$ cat config.mk
export PLATFORM = sky130hd
export DESIGN_NAME = clock_meter_flat
export DESIGN_NICKNAME = d
export VERILOG_FILES = /design/src/rtl/clock_meter_if.sv /design/src/rtl/clock_meter.sv /design/src/flat_wrapper.sv
export SDC_FILE = /design/constraint.sdc
export NUM_CORES = 1
export LEC_CHECK = 0
export CORE_MARGIN = 2
export CORE_UTILIZATION = 57
export CTS_CLUSTER_SIZE = 8
export DETAILED_ROUTE_END_ITERATION = 6
export GPL_TIMING_DRIVEN = 0
export PLACE_DENSITY = 0.89
export SYNTH_ARGS = -nofsm -noshare
export SYNTH_HDL_FRONTEND = slang
export SYNTH_SLANG_ARGS = --single-unit
$ cat constraint.sdc
create_clock -name clk_i -period 3.4 [get_ports clk_i]
set_input_delay 0.85 -clock clk_i [delete_from_list [all_inputs] [get_ports clk_i]]
set_output_delay 0.85 -clock clk_i [all_outputs]
set_load 0.005 [all_outputs]
$ cat src/rtl/clock_meter_if.sv
// Purpose: bundle for clock_meter: the measured clock going in and the
//          measurement results coming out.
//   sig_i    : measured clock, asynchronous to the system clock
//   period_o : last measured period of sig_i, in system clock cycles
//   high_o   : last measured high time of sig_i, in system clock cycles
//   valid_o  : one-cycle pulse when period_o/high_o update
//   lost_o   : level, no rising edge on sig_i for TIMEOUT cycles
// The slave modport is taken by the meter, master by whoever drives sig_i
// and consumes the results.
interface clock_meter_if #(
  parameter int unsigned CNT_W = 16
);
  logic             sig_i;
  logic [CNT_W-1:0] period_o;
  logic [CNT_W-1:0] high_o;
  logic             valid_o;
  logic             lost_o;

  modport master (output sig_i, input  period_o, high_o, valid_o, lost_o);
  modport slave  (input  sig_i, output period_o, high_o, valid_o, lost_o);
endinterface

$ cat src/rtl/clock_meter.sv
// Purpose: measures period and high time of an asynchronous clock sig_i in
//          clk_i cycles, and flags loss of sig_i after TIMEOUT cycles
//          without a rising edge.
// Ports:
//   clk_i : system clock, all state changes on its rising edge
//   rst_i : asynchronous active-high reset
//   bus   : clock_meter_if.slave (sig_i in; period_o, high_o, valid_o,
//           lost_o out, all registered)
module clock_meter #(
  parameter real         CLOCK_SYS = 100e6,
  parameter int unsigned CNT_W     = 16,
  parameter int unsigned TIMEOUT   = 1000
) (
  input  logic         clk_i,
  input  logic         rst_i,
  clock_meter_if.slave bus
);

  localparam int unsigned TO_W  = (TIMEOUT > 1) ? $clog2(TIMEOUT) : 1;
  localparam int unsigned EXT_W = CNT_W + 1;
  localparam logic [CNT_W-1:0] CNT_MAX = '1;

  // CLOCK_SYS only documents the clk_i rate; reject nonsensical settings.
  if (CLOCK_SYS <= 0.0 || TIMEOUT < 2) begin : g_bad_param
    $error("clock_meter: CLOCK_SYS must be positive and TIMEOUT at least 2");
  end

  typedef enum logic {
    S_IDLE    = 1'b0,
    S_MEASURE = 1'b1
  } state_t;

  state_t           r_state;
  state_t           w_state_nxt;
  logic             r_sync_meta;
  logic             r_sync;
  logic             r_sync_d;
  logic             r_rise;
  logic [CNT_W-1:0] r_per_cnt;
  logic [CNT_W-1:0] r_hi_cnt;
  logic [TO_W-1:0]  r_to_cnt;
  logic [CNT_W-1:0] r_period;
  logic [CNT_W-1:0] r_high;
  logic             r_valid;
  logic             r_lost;

  logic [CNT_W-1:0] w_per_nxt;
  logic [CNT_W-1:0] w_hi_nxt;
  logic [TO_W-1:0]  w_to_nxt;
  logic [CNT_W-1:0] w_period_nxt;
  logic [CNT_W-1:0] w_high_nxt;
  logic             w_valid_nxt;
  logic             w_lost_nxt;
  logic [EXT_W-1:0] w_per_inc;
  logic             w_timeout;

  // Separate timeout counter so loss is still detected when per_cnt is
  // saturated (CNT_W narrower than TIMEOUT).
  assign w_timeout = (r_to_cnt == TO_W'(TIMEOUT - 1));

  // Synchronizer, edge detector and all FSM/datapath state.
  // r_rise and r_sync_d describe the same synchronized sample, so the FSM
  // counts high time on exactly the samples it measures period on.
  always_ff @(posedge clk_i or posedge rst_i) begin
    if (rst_i) begin
      r_sync_meta <= 1'b0;
      r_sync      <= 1'b0;
      r_sync_d    <= 1'b0;
      r_rise      <= 1'b0;
      r_state     <= S_IDLE;
      r_per_cnt   <= '0;
      r_hi_cnt    <= '0;
      r_to_cnt    <= '0;
      r_period    <= '0;
      r_high      <= '0;
      r_valid     <= 1'b0;
      r_lost      <= 1'b0;
    end else begin
      r_sync_meta <= bus.sig_i;
      r_sync      <= r_sync_meta;
      r_sync_d    <= r_sync;
      r_rise      <= r_sync & ~r_sync_d;
      r_state     <= w_state_nxt;
      r_per_cnt   <= w_per_nxt;
      r_hi_cnt    <= w_hi_nxt;
      r_to_cnt    <= w_to_nxt;
      r_period    <= w_period_nxt;
      r_high      <= w_high_nxt;
      r_valid     <= w_valid_nxt;
      r_lost      <= w_lost_nxt;
    end
  end

  // Next state: a rise always wins over a coinciding timeout.
  always_comb begin
    w_state_nxt = r_state;
    case (r_state)
      S_IDLE:    if (r_rise) w_state_nxt = S_MEASURE;
      S_MEASURE: if (!r_rise && w_timeout) w_state_nxt = S_IDLE;
      default:   w_state_nxt = S_IDLE;
    endcase
  end

  // Counter and result updates.
  always_comb begin
    w_per_nxt    = r_per_cnt;
    w_hi_nxt     = r_hi_cnt;
    w_to_nxt     = r_to_cnt;
    w_period_nxt = r_period;
    w_high_nxt   = r_high;
    w_valid_nxt  = 1'b0;
    w_lost_nxt   = r_lost;
    w_per_inc    = {1'b0, r_per_cnt} + EXT_W'(1);
    case (r_state)
      S_IDLE: begin
        if (r_rise) begin
          w_per_nxt  = '0;
          w_hi_nxt   = CNT_W'(1);
          w_to_nxt   = '0;
          w_lost_nxt = 1'b0;
        end
      end
      S_MEASURE: begin
        if (r_rise) begin
          // per_cnt+1 can carry out of a saturated counter; clamp it too.
          w_period_nxt = w_per_inc[CNT_W] ? CNT_MAX : w_per_inc[CNT_W-1:0];
          w_high_nxt   = r_hi_cnt;
          w_valid_nxt  = 1'b1;
          w_per_nxt    = '0;
          w_hi_nxt     = CNT_W'(1);
          w_to_nxt     = '0;
        end else begin
          if (r_per_cnt != CNT_MAX) w_per_nxt = r_per_cnt + CNT_W'(1);
          if (r_sync_d && (r_hi_cnt != CNT_MAX)) w_hi_nxt = r_hi_cnt + CNT_W'(1);
          w_to_nxt = r_to_cnt + TO_W'(1);
          if (w_timeout) begin
            w_lost_nxt = 1'b1;
            w_to_nxt   = '0;
          end
        end
      end
      default: ;
    endcase
  end

  assign bus.period_o = r_period;
  assign bus.high_o   = r_high;
  assign bus.valid_o  = r_valid;
  assign bus.lost_o   = r_lost;

endmodule
$ cat src/flat_wrapper.sv
// flat-port wrapper written by rule: the top's interface ports become plain ports
module clock_meter_flat 
#(
  parameter real         CLOCK_SYS = 100e6,
  parameter int unsigned CNT_W     = 16,
  parameter int unsigned TIMEOUT   = 1000
)
  (clk_i, rst_i, bus_sig_i, bus_period_o, bus_high_o, bus_valid_o, bus_lost_o);
  clock_meter_if #(.CNT_W(CNT_W)) bus_i ();
  input  logic clk_i;
  input  logic rst_i;
  input wire logic [$bits(bus_i.sig_i)-1:0] bus_sig_i;
  output wire logic [$bits(bus_i.period_o)-1:0] bus_period_o;
  output wire logic [$bits(bus_i.high_o)-1:0] bus_high_o;
  output wire logic [$bits(bus_i.valid_o)-1:0] bus_valid_o;
  output wire logic [$bits(bus_i.lost_o)-1:0] bus_lost_o;
  assign bus_i.sig_i = bus_sig_i;
  assign bus_period_o = bus_i.period_o;
  assign bus_high_o = bus_i.high_o;
  assign bus_valid_o = bus_i.valid_o;
  assign bus_lost_o = bus_i.lost_o;
  clock_meter #(.CLOCK_SYS(CLOCK_SYS), .CNT_W(CNT_W), .TIMEOUT(TIMEOUT)) u_core (.clk_i(clk_i), .rst_i(rst_i), .bus(bus_i));
endmodule
==> results of run 1 <==
[flip-flops by register name, summed over array words and instances, names as in the netlist]
signal               cells
u_core.bus.high_o       16
u_core.r_rise            1
u_core.bus.period_o     16
u_core.r_sync_d          1
u_core.bus.lost_o        1
u_core.r_per_cnt        16
u_core.r_sync_meta       1
u_core.r_hi_cnt         16
u_core.r_state           1
u_core.r_to_cnt         10
u_core.bus.valid_o       1
u_core.r_sync            1
[where the power goes]
| part | switching [mW] | internal (mW) |
|---|---|---|
| registers | 0.0836 | 1.05 |
| logic | 0.171 | 0.174 |
| clock network | 0.381 | 0.273 |
| total | 0.636 | 1.50 |
[final cells by class]
cell class,count,area share
multi-input combinational,312,0.3827
timing repair buffer,37,0.08280
clock inverter,7,0.01175
tap,96,0.02564
clock buffer,9,0.02644
sequential,81,0.4327
buffer,21,0.02457
inverter,16,0.01335
[through the flow]
step           setup TNS [ns]  utilization  std cells  total power, mW  worst slack, ns
5_1_grt                     0       0.6895        579            2.232           0.8427
6_report                    0       0.6895        579            2.134           0.9397
4_1_cts                     0       0.6895        579            2.136            1.014
3_5_place_dp                0       0.6632        563            1.498            1.042
2_1_floorplan               0            -        430            1.339           0.4699
3_3_place_gp           -62.05       0.6587        562            1.472          -0.7720
[synth_stat cells (8+ instances only)]
master	count
inv_1	14
or4_1	11
clkbuf_1	8
or3_1	11
nor2_1	31
o21ai_0	20
a31oi_1	11
nand3_1	23
dfrtp_1	81
nand4_1	10
nand2_1	72
nor3_1	8
xnor2_1	9
nor4_1	8
a21oi_1	29
[kinds of logic (layout without fill, tap and decap cells)]
| group | after synthesis | in the layout | synth area share |
|---|---|---|---|
| buf+inv | 37 | 90 | 0.04384 |
| compound gates | 88 | 88 | 0.1375 |
| fa+ha+maj | 3 | 3 | 0.009397 |
| flops | 81 | 81 | 0.5074 |
| mux | 9 | 9 | 0.02537 |
| xor+xnor | 11 | 11 | 0.02412 |
| simple gates | 201 | 201 | 0.2524 |
[cells in the final DEF, fill, tap and decap left out, types with 2 or more instances in the layout]
master and n:
nor4_1 8, and4_1 2, o31ai_1 7, a311oi_1 2, nand2_1 72, nand4_1 10
o311a_1 2, clkdlybuf4s50_1 36, or4_1 11, mux2i_1 3, clkinv_2 2, buf_1 3
nor4b_1 2, or4_2 2, xor2_1 2, clkbuf_1 8, and3_1 6, nor3_1 8
a31oi_1 11, nor2_1 31, o211ai_1 3, ha_1 3, buf_6 3, or3_1 11
o21ai_0 20, xnor2_1 9, inv_1 13, buf_2 3, o311ai_0 3, clkbuf_8 9
clkinv_4 2, a21oi_1 29, clkbuf_2 2, nand3_1 23, nor2b_1 7, a211oi_1 3
dfrtp_1 81, o41ai_1 2, mux2_2 5
[worst register-to-register path: cells and delay by family (launching register included)]
family	cells	cell delay [ns]
compound gates	1	0.32
fa+ha+maj	1	0.37
buf+inv	1	0.18
flops	1	0.48
mux	1	0.30
simple gates	2	0.70
[final timing paths]
path                                            startpoint                                 end  cells past startpoint
min in group asynchronous                            rst_i  u_core.bus.period_o[4]$_DFFE_PP0P_                      2
hold / removal                u_core.r_sync_meta$_DFF_PP0_             u_core.r_sync$_DFF_PP0_                      0
setup reg to reg           u_core.r_per_cnt[0]$_DFFE_PP0P_     u_core.r_per_cnt[9]$_DFFE_PP0P_                      6
setup / recovery           u_core.r_per_cnt[0]$_DFFE_PP0P_     u_core.r_per_cnt[9]$_DFFE_PP0P_                      6
hold reg to reg               u_core.r_sync_meta$_DFF_PP0_             u_core.r_sync$_DFF_PP0_                      0
max in group asynchronous                            rst_i      u_core.r_to_cnt[1]$_DFFE_PP0P_                      3
[metal layers]
layer / vias up / part of all wire / global-route usage
met2: 120 / 0.49 / 0.4160
met5: - / 0 / 0
li1: 1646 / - / -
met1: 1705 / 0.44 / 0.3418
met4: 0 / 0.012 / 0.08112
met3: 13 / 0.052 / 0.04901
==> flow_metrics.tcl, run 1 <==
set metrics [dict create \
    wirelength_um 9002 \
    relSlewSlack 0.2082 \
    cpPeakStageDelay_ns 0.54 \
    path_class "flop to flop" \
    status "finished clean" \
    critical-path-top-delay-family "simple AND/OR/NAND/NOR gates" \
    drt_iter0_drc 419 \
    fmax_mhz 406.5 \
    antenna_found_initial 0 \
    hold_slack_ns 0.3586 \
    worstSetupEndpointType "flop" \
    postCtsSetupBuffers 0 \
    detailed_place_hpwl_um 6180 \
    path_buf_inv 1 \
    setup_viol 0 \
    ys_warn_count 0 \
    syn_avg_cell_area_um2 9.291 \
    design_area_mm2 0.004684 \
    nFillCells 507 \
    grt_pass1_wl_um 15280 \
    crit_required_ns 3.64 \
    rsz0062_at_grt "no" \
    portBuffers 36 \
    rows 30 \
    core_mm2 0.006794 \
    ys.flop_type "dfrtp_1" \
    grt_overflow 0 \
    cp_slowest_cell "or4_1" \
    p_per_area_mw_per_mm2 455.5 \
    synth_seq_cells 81 \
    fin_crit_sh 0.7236 \
    yosys-top-cells-area "dfrtp_1 (51%), nand2_1 (6.8%), a21oi_1 (3.6%)" \
    cts_tree "yes" \
    dieArea_mm2 0.007695 \
    p_leak_nw 1.943 \
    synth_edf_count 0 \
    num_vias 3484 \
    regArea_mm2 0.002027 \
    worstMarginPinSlew_ns 1.173 \
    cts_root_buf "clkbuf_8" \
    syn-cell-area_mm2 0.003995 \
    yosysTopAreaCell "dfrtp_1" \
    initial_core_util 0.5880 \
    ys_seq_area_frac 0.5074 \
    holdCritPathClass "flop to flop" \
    period_minus_slack_ns 2.460 \
    place_area_mm2 0.004506 \
    clk_path_buf_depth 2 \
    drtAntennaViolNets 0 \
    die_h_um 87.72 \
    worstPathCellList "ha_1 > nand3_4 > or4_1 > clkbuf_2 > o311a_1 > mux2_4" \
    clk_pin_slew_worst_paths_ns 0.09 \
    cts_resized 0 \
    areaGrowthSynthToFinish_pct 17.26 \
    diodes 0 \
    skew_ns 0.01367 \
    die_x_um 87.72 \
    routabilityCongestion 0.9376 \
    cts.sinks 81 \
    mappedNetlistNets 436 \
    critical_path.max_fanout 8 \
    nets 484 \
    multi_input_area_mm2 0.001793 \
    worstSetupStartpointType "flop" \
    drt-vias-per-instance 6.017 \
    grt_pass1_vias 3330 \
    syn_inst 430 \
    drc_errors 0 \
    peakVddDrop_mv 0.2084 \
    cts-hold-fix-buffers 0 \
    cp.arrival_ns 2.70 \
    dr.pass1.iters 5 \
    maxSlewViolCount 0 \
    wire_per_inst_um 15.55 \
    cap_violations 0 \
    ioPinCount 37 \
    synth_top_area_share 0.5074 \
    h-tree-depth 3 \
    synth.distinct_cells 54 \
    grt.total_usage 0.2534 \
    grt_max_degree 54 \
    hold_viol 0 \
    clock_latency_ns 0.37 \
    synthArstFlopShare 1.000 \
    drive_above_1_share 0.08696 \
    ff2ff_setup_slack_ns 0.94 \
    cts_buffers 9 \
]
(Power assumes the default switching activity.)
==> run 2, diff against run 1 <==
--- a/config.mk
+++ b/config.mk
@@ -6,11 +6,11 @@
 export NUM_CORES = 1
 export LEC_CHECK = 0
 export CORE_MARGIN = 2
-export CORE_UTILIZATION = 57
+export CORE_UTILIZATION = 52
 export CTS_CLUSTER_SIZE = 8
 export DETAILED_ROUTE_END_ITERATION = 6
 export GPL_TIMING_DRIVEN = 0
-export PLACE_DENSITY = 0.89
+export PLACE_DENSITY = 0.86
 export SYNTH_ARGS = -nofsm -noshare
 export SYNTH_HDL_FRONTEND = slang
 export SYNTH_SLANG_ARGS = --single-unit
==> constraint.sdc (replaced) <==
create_clock -name clk_i -period 2 [get_ports clk_i]
set_input_delay 0.5 -clock clk_i [delete_from_list [all_inputs] [get_ports clk_i]]
set_output_delay 0.5 -clock clk_i [all_outputs]
set_load 0.005 [all_outputs]
==> run 2 against run 1 <==
The flow now finishes with violations (negative setup slack). Setup slack lost 1.0 ns. Total power increased by 83%. Clock skew is 0.0015 ns higher. Worst hold slack hardly changed. Routed wire length grew 11%. Critical path depth did not move. First-iteration DRC count is 6.0% lower. Via count grew 5.5%.
==> flow_metrics.tcl, run 2 (same netlist as run 1, synthesis figures left out) <==
set metrics [dict create \
    p_comb_frac 0.184 \
    clk_pin_slew_worst_paths_ns 0.09 \
    areaGrowthSynthToFinish_pct 24.77 \
    post-place-ws_ns -0.1735 \
    clkPwrFrac 0.324 \
    drive_above_1_share 0.1614 \
    ff2ff_setup_slack_ns -0.06 \
    drc_errors 0 \
    cap_violations 0 \
    peakVddDrop_mv 0.3843 \
    drt_iter0_drc 394 \
    worstMarginPinSlew_ns 0.7109 \
    ioPinCount 37 \
    wire_per_inst_um 16.59 \
    fmax_mhz 485.1 \
    clock_latency_ns 0.37 \
    worstSetupStartpointType "flop" \
    cts_buffers 9 \
    routabilityCongestion 0.8583 \
    layout_common_cells "dfrtp_1 (75), nand2_1 (70), clkdlybuf4s50_1 (36), nor2_1 (30), a21oi_1 (29)" \
    cts_tree "yes" \
    worstSetupEndpointType "flop" \
    layoutNonFillerInstCount 601 \
    num_vias 3676 \
    antenna_found_initial 0 \
    drtAntennaViolNets 0 \
    critPathLaunch "u_core.r_per_cnt[0]$_DFFE_PP0P_" \
    netSwitchingFraction 0.2923 \
    p_leak_nw 2.055 \
    worstSetupEndpoint "u_core.r_per_cnt[9]$_DFFE_PP0P_" \
    rows 31 \
    relSlewSlack 0.5186 \
    core_mm2 0.007331 \
    fin_ws_ns -0.06136 \
    setup_viol 3 \
    h-tree-depth 3 \
    r2r_cells 6 \
    path_class "flop to flop" \
    period_minus_slack_ns 2.061 \
    hold_viol 0 \
    drt-vias-per-instance 6.116 \
    clk_path_buf_depth 2 \
    cts_root_buf "clkbuf_8" \
    dr.pass1.iters 5 \
    internal_power_mw 2.768 \
    cp.arrival_ns 2.32 \
    seqPwrFrac 0.493 \
    power.switching_mw 1.143 \
    grt_pass1_wl_um 16350 \
    skew_ns 0.01518 \
    dpl.cell_count 567 \
    diodes 0 \
    rsz0062_at_grt "yes" \
    nets 503 \
    grt.total_usage 0.2414 \
    portBuffers 36 \
    grt_max_degree 37 \
    reg2reg_from "u_core.r_per_cnt[0]$_DFFE_PP0P_" \
    die_x_um 91.65 \
    grt_pass1_vias 3407 \
    p_per_area_mw_per_mm2 784.6 \
    status "complete, but fails checks" \
    fin_crit_sh 1.031 \
    detailed_place_hpwl_um 6225 \
    dieArea_mm2 0.008400 \
    mostFrequentLayoutCell "dfrtp_1" \
    die_h_um 91.65 \
    wirelength_um 9973 \
    maxSlewViolCount 0 \
    critical_path.max_fanout 6 \
    worstReg2RegEnd "u_core.r_per_cnt[9]$_DFFE_PP0P_" \
    cts.sinks 81 \
    crit_required_ns 2.26 \
    grt_overflow 0 \
    nFillCells 513 \
    holdCritPathClass "flop to flop" \
    violations "negative setup slack" \
    initial_core_util 0.5450 \
    setup_tns_ns -0.1020 \
    finalCoreUtilization 0.6800 \
]
run 2: cell types whose count changed in the layout (fill, tap and decap cells not counted), sizes merged:
| cell | previous run | this run |
|---|---|---|
| buf | 11 | 31 |
| bufinv | 0 | 1 |
| clkbuf | 20 | 19 |
| clkinv | 5 | 1 |
| clkinvlp | 1 | 3 |
| inv | 17 | 18 |
run 2: how the worst min path moves through the flow:
stage                                          to  cells past startpoint                    startpoint
final                     u_core.r_sync$_DFF_PP0_                      0  u_core.r_sync_meta$_DFF_PP0_
after global routing      u_core.r_sync$_DFF_PP0_                      0  u_core.r_sync_meta$_DFF_PP0_
after CTS                 u_core.r_sync$_DFF_PP0_                      0  u_core.r_sync_meta$_DFF_PP0_
after detailed placement  u_core.r_sync$_DFF_PP0_                      0  u_core.r_sync_meta$_DFF_PP0_
after global placement    u_core.r_sync$_DFF_PP0_                      0  u_core.r_sync_meta$_DFF_PP0_
after floorplan           u_core.r_sync$_DFF_PP0_                      0  u_core.r_sync_meta$_DFF_PP0_
run 2: worst max-delay path, cell delays in order, from the launching register on:
cell,delay (ns)
dfrtp_2,0.41
ha_4,0.17
nand3_4,0.10
or4_4,0.53
buf_6,0.14
o311a_1,0.30
mux2_4,0.30
run 2: per-stage QoR:
step / cell area [µm²] / power, mW / hold WS, ns
2_1_floorplan: 4013 / 2.294 / 0.3312
6_report: 4985 / 3.911 / 0.3584
3_3_place_gp: 4497 / 2.522 / 0.3345
5_1_grt: 4985 / 4.105 / 0.3750
4_1_cts: 4807 / 3.887 / 0.3607
3_5_place_dp: 4537 / 2.574 / 0.3387
run 2: what timing repair did:
| item | 4_1_cts | 5_1_grt |
|---|---|---|
| resized for setup | 7 | 21 |
| setup buffers | 7 | 12 |
| setup endpoints to repair | 30 | 38 |
| pin swaps | 2 | 8 |
| hold buffers | 0 | 0 |
run 2: power groups by stage:
| stage | registers (mW) | clock network (mW) | logic [mW] |
|---|---|---|---|
| finish | 1.93 | 1.27 | 0.719 |
| global route | 1.95 | 1.36 | 0.797 |
| CTS | 1.93 | 1.28 | 0.681 |
| detailed placement | 1.96 | 0 | 0.611 |
| global placement | 1.95 | 0 | 0.569 |
| floorplan | 1.94 | 0 | 0.353 |
run 2: area by class of cell:
cell class	count	area, µm²	area share
multi-input cells	312	1889	0.3790
flip-flops and latches	81	2034	0.4081
inverters	16	63.81	0.01280
clock buffers	9	123.9	0.02485
clock inverters	7	82.58	0.01657
plain buffers	20	123.9	0.02485
repair buffers	57	543.0	0.1089
well taps	99	123.9	0.02485
run 2: layer usage:
layer / global-route usage / share of wire
met3: 0.04108 / 0.072
met2: 0.3750 / 0.49
met1: 0.3377 / 0.41
met5: 0 / 0
met4: 0.09848 / 0.026
==> run 3, diff against run 2 <==
--- a/config.mk
+++ b/config.mk
@@ -10,7 +10,7 @@
 export CTS_CLUSTER_SIZE = 8
 export DETAILED_ROUTE_END_ITERATION = 6
 export GPL_TIMING_DRIVEN = 0
-export PLACE_DENSITY = 0.86
+export PLACE_DENSITY = 0.84
 export SYNTH_ARGS = -nofsm -noshare
 export SYNTH_HDL_FRONTEND = slang
 export SYNTH_SLANG_ARGS = --single-unit
==> run 3 against run 2 <==
The run still ends with negative setup slack left. Combinational power fell by 2%. Setup slack worse by 0.055 ns. Routed wire length decreased by 2.7%. Global-route usage down 0.62 points. Sequential power is essentially flat. Critical endpoint is now u_core.bus.period_o[12]$_DFFE_PP0P_. Largest power group unchanged.
==> flow_metrics.tcl, run 3 (same netlist as run 1, synthesis figures left out) <==
set metrics [dict create \
    status "complete, but fails checks" \
    violations "negative setup slack" \
    antenna_found_initial 0 \
    initial_core_util 0.5450 \
    worstSetupStartpointType "flop" \
    reg2reg_from "u_core.r_per_cnt[1]$_DFFE_PP0P_" \
    wire_per_inst_um 16.26 \
    drive_above_1_share 0.1446 \
    cpPeakStageDelay_ns 0.49 \
    cts_tree "yes" \
    drt_iter0_drc 392 \
    p_per_area_mw_per_mm2 797.1 \
    clk_pin_slew_worst_paths_ns 0.08 \
    clk_path_buf_depth 2 \
    ff2ff_setup_slack_ns -0.12 \
    relSlewSlack 0.5640 \
    cp_slowest_cell "nor4_2" \
    worstReg2RegEnd "u_core.bus.period_o[12]$_DFFE_PP0P_" \
    cts_buffers 9 \
    holdCritPathClass "flop to flop" \
    place_area_mm2 0.004537 \
    crit_required_ns 2.27 \
    mostFrequentLayoutCell "dfrtp_1" \
    drt-vias-per-instance 6.047 \
    path_class "flop to flop" \
    worstPathCellList "ha_4 > nand3_4 > nor4_2 > clkbuf_4 > nand2_1 > a41oi_1" \
    cp.arrival_ns 2.38 \
    cap_violations 0 \
    dr.pass1.iters 5 \
    cts_root_buf "clkbuf_8" \
    clock_latency_ns 0.36 \
    critical_path.max_fanout 10 \
    hold_path_depth 0 \
    fin_crit_sh 1.058 \
    layoutNonFillerInstCount 597 \
    cts.sinks 81 \
    setup_viol 15 \
    areaGrowthSynthToFinish_pct 23.96 \
    layout_common_cells "dfrtp_1 (77), nand2_1 (72), clkdlybuf4s50_1 (36), nor2_1 (30), a21oi_1 (28)" \
    worstMarginPinSlew_ns 0.6517 \
    worstSetupEndpointType "flop" \
    hp-start "u_core.r_sync_meta$_DFF_PP0_" \
    fmax_mhz 472.6 \
    period_minus_slack_ns 2.116 \
    hold_slack_ns 0.3519 \
    drc_errors 0 \
    die_h_um 91.65 \
    grt_overflow 0 \
    path_buf_inv 1 \
    portBuffers 36 \
    ioPinCount 37 \
    detailed_place_hpwl_um 6333 \
    power_mw 3.947 \
    grt_pass1_vias 3310 \
    internal_power_mw 2.864 \
    netSwitchingFraction 0.2743 \
    die_x_um 91.65 \
    maxSlewViolCount 0 \
    power.switching_mw 1.083 \
    routabilityCongestion 0.8655 \
    post-place-ws_ns -0.1915 \
    rsz0062_at_grt "yes" \
    p_comb_frac 0.179 \
    nets 499 \
    skew_ns 0.008339 \
    num_vias 3610 \
    grt_pass1_wl_um 15800 \
    core_mm2 0.007331 \
    grt.total_usage 0.2352 \
    rows 31 \
    cts-hold-fix-buffers 0 \
    p_leak_nw 2.050 \
    peakVddDrop_mv 0.3826 \
    dpl.cell_count 567 \
    drtAntennaViolNets 0 \
    h-tree-depth 3 \
    design_area_mm2 0.004952 \
    setup_tns_ns -0.7963 \
    grt_max_degree 36 \
    seqPwrFrac 0.490 \
    fin_ws_ns -0.1159 \
    hold_viol 0 \
    diodes 0 \
    clkPwrFrac 0.332 \
    finalCoreUtilization 0.6755 \
    r2r_cells 6 \
    critical-path-top-delay-family "simple AND/OR/NAND/NOR gates" \
    dieArea_mm2 0.008400 \
    worstHoldEndpoint "u_core.r_sync$_DFF_PP0_" \
    wirelength_um 9707 \
]
==> run 3: cell types whose count changed in the layout (fill, tap and decap cells not counted), moves of 2 or more <==
cell / delta
buf_4: -6
clkinv_2: +2
clkinvlp_4: -2
dfrtp_1: +2
dfrtp_2: -2
inv_6: -2
nand2_1: +2
nand2_2: -2
==> run 3: worst max path at each step <==
stage                                          endpoint                            start  cells after the start  slack [ns]
finish              u_core.bus.period_o[12]$_DFFE_PP0P_  u_core.r_per_cnt[1]$_DFFE_PP0P_                      6       -0.12
global route        u_core.bus.period_o[12]$_DFFE_PP0P_  u_core.r_per_cnt[1]$_DFFE_PP0P_                      6       -0.16
CTS                     u_core.r_per_cnt[9]$_DFFE_PP0P_  u_core.r_per_cnt[1]$_DFFE_PP0P_                      6       -0.11
detailed placement      u_core.r_per_cnt[9]$_DFFE_PP0P_  u_core.r_per_cnt[0]$_DFFE_PP0P_                      6       -0.19
global placement        u_core.r_per_cnt[0]$_DFFE_PP0P_                            rst_i                      2       -0.43
floorplan               u_core.r_per_cnt[9]$_DFFE_PP0P_  u_core.r_per_cnt[1]$_DFFE_PP0P_                      6       -0.04
==> run 3: area by class of cell <==
class / count / area (µm²)
flip-flops and latches: 81 / 2032
multi-input cells: 312 / 1887
clock buffers: 11 / 131.4
inverters: 16 / 63.81
plain buffers: 21 / 130.1
repair buffers: 52 / 505.5
well taps: 99 / 123.9
clock inverters: 5 / 78.83
fillers: 554 / 2379
==> run 3: what timing repair did <==
action | in CTS | in global routing
setup buffers | 7 | 7
gates resized for setup | 8 | 17
hold endpoints to repair | 0 | 0
setup endpoints to repair | 31 | 29
pin swaps | 3 | 4
==> run 3: power by group through the flow <==
stage / sequential [mW] / combinational (mW) / clock, mW
floorplan: 1.94 / 0.353 / 0
global placement: 1.95 / 0.569 / 0
detailed placement: 1.96 / 0.605 / 0
CTS: 1.93 / 0.666 / 1.32
global route: 1.95 / 0.776 / 1.39
finish: 1.93 / 0.705 / 1.31
==> run 3: routing by layer <==
metal | vias up | GRT usage | part of all wire
met5 | - | 0 | 0
met4 | 0 | 0.09217 | 0.029
met3 | 35 | 0.04519 | 0.052
met2 | 153 | 0.3713 | 0.46
met1 | 1738 | 0.3222 | 0.45
li1 | 1684 | - | -
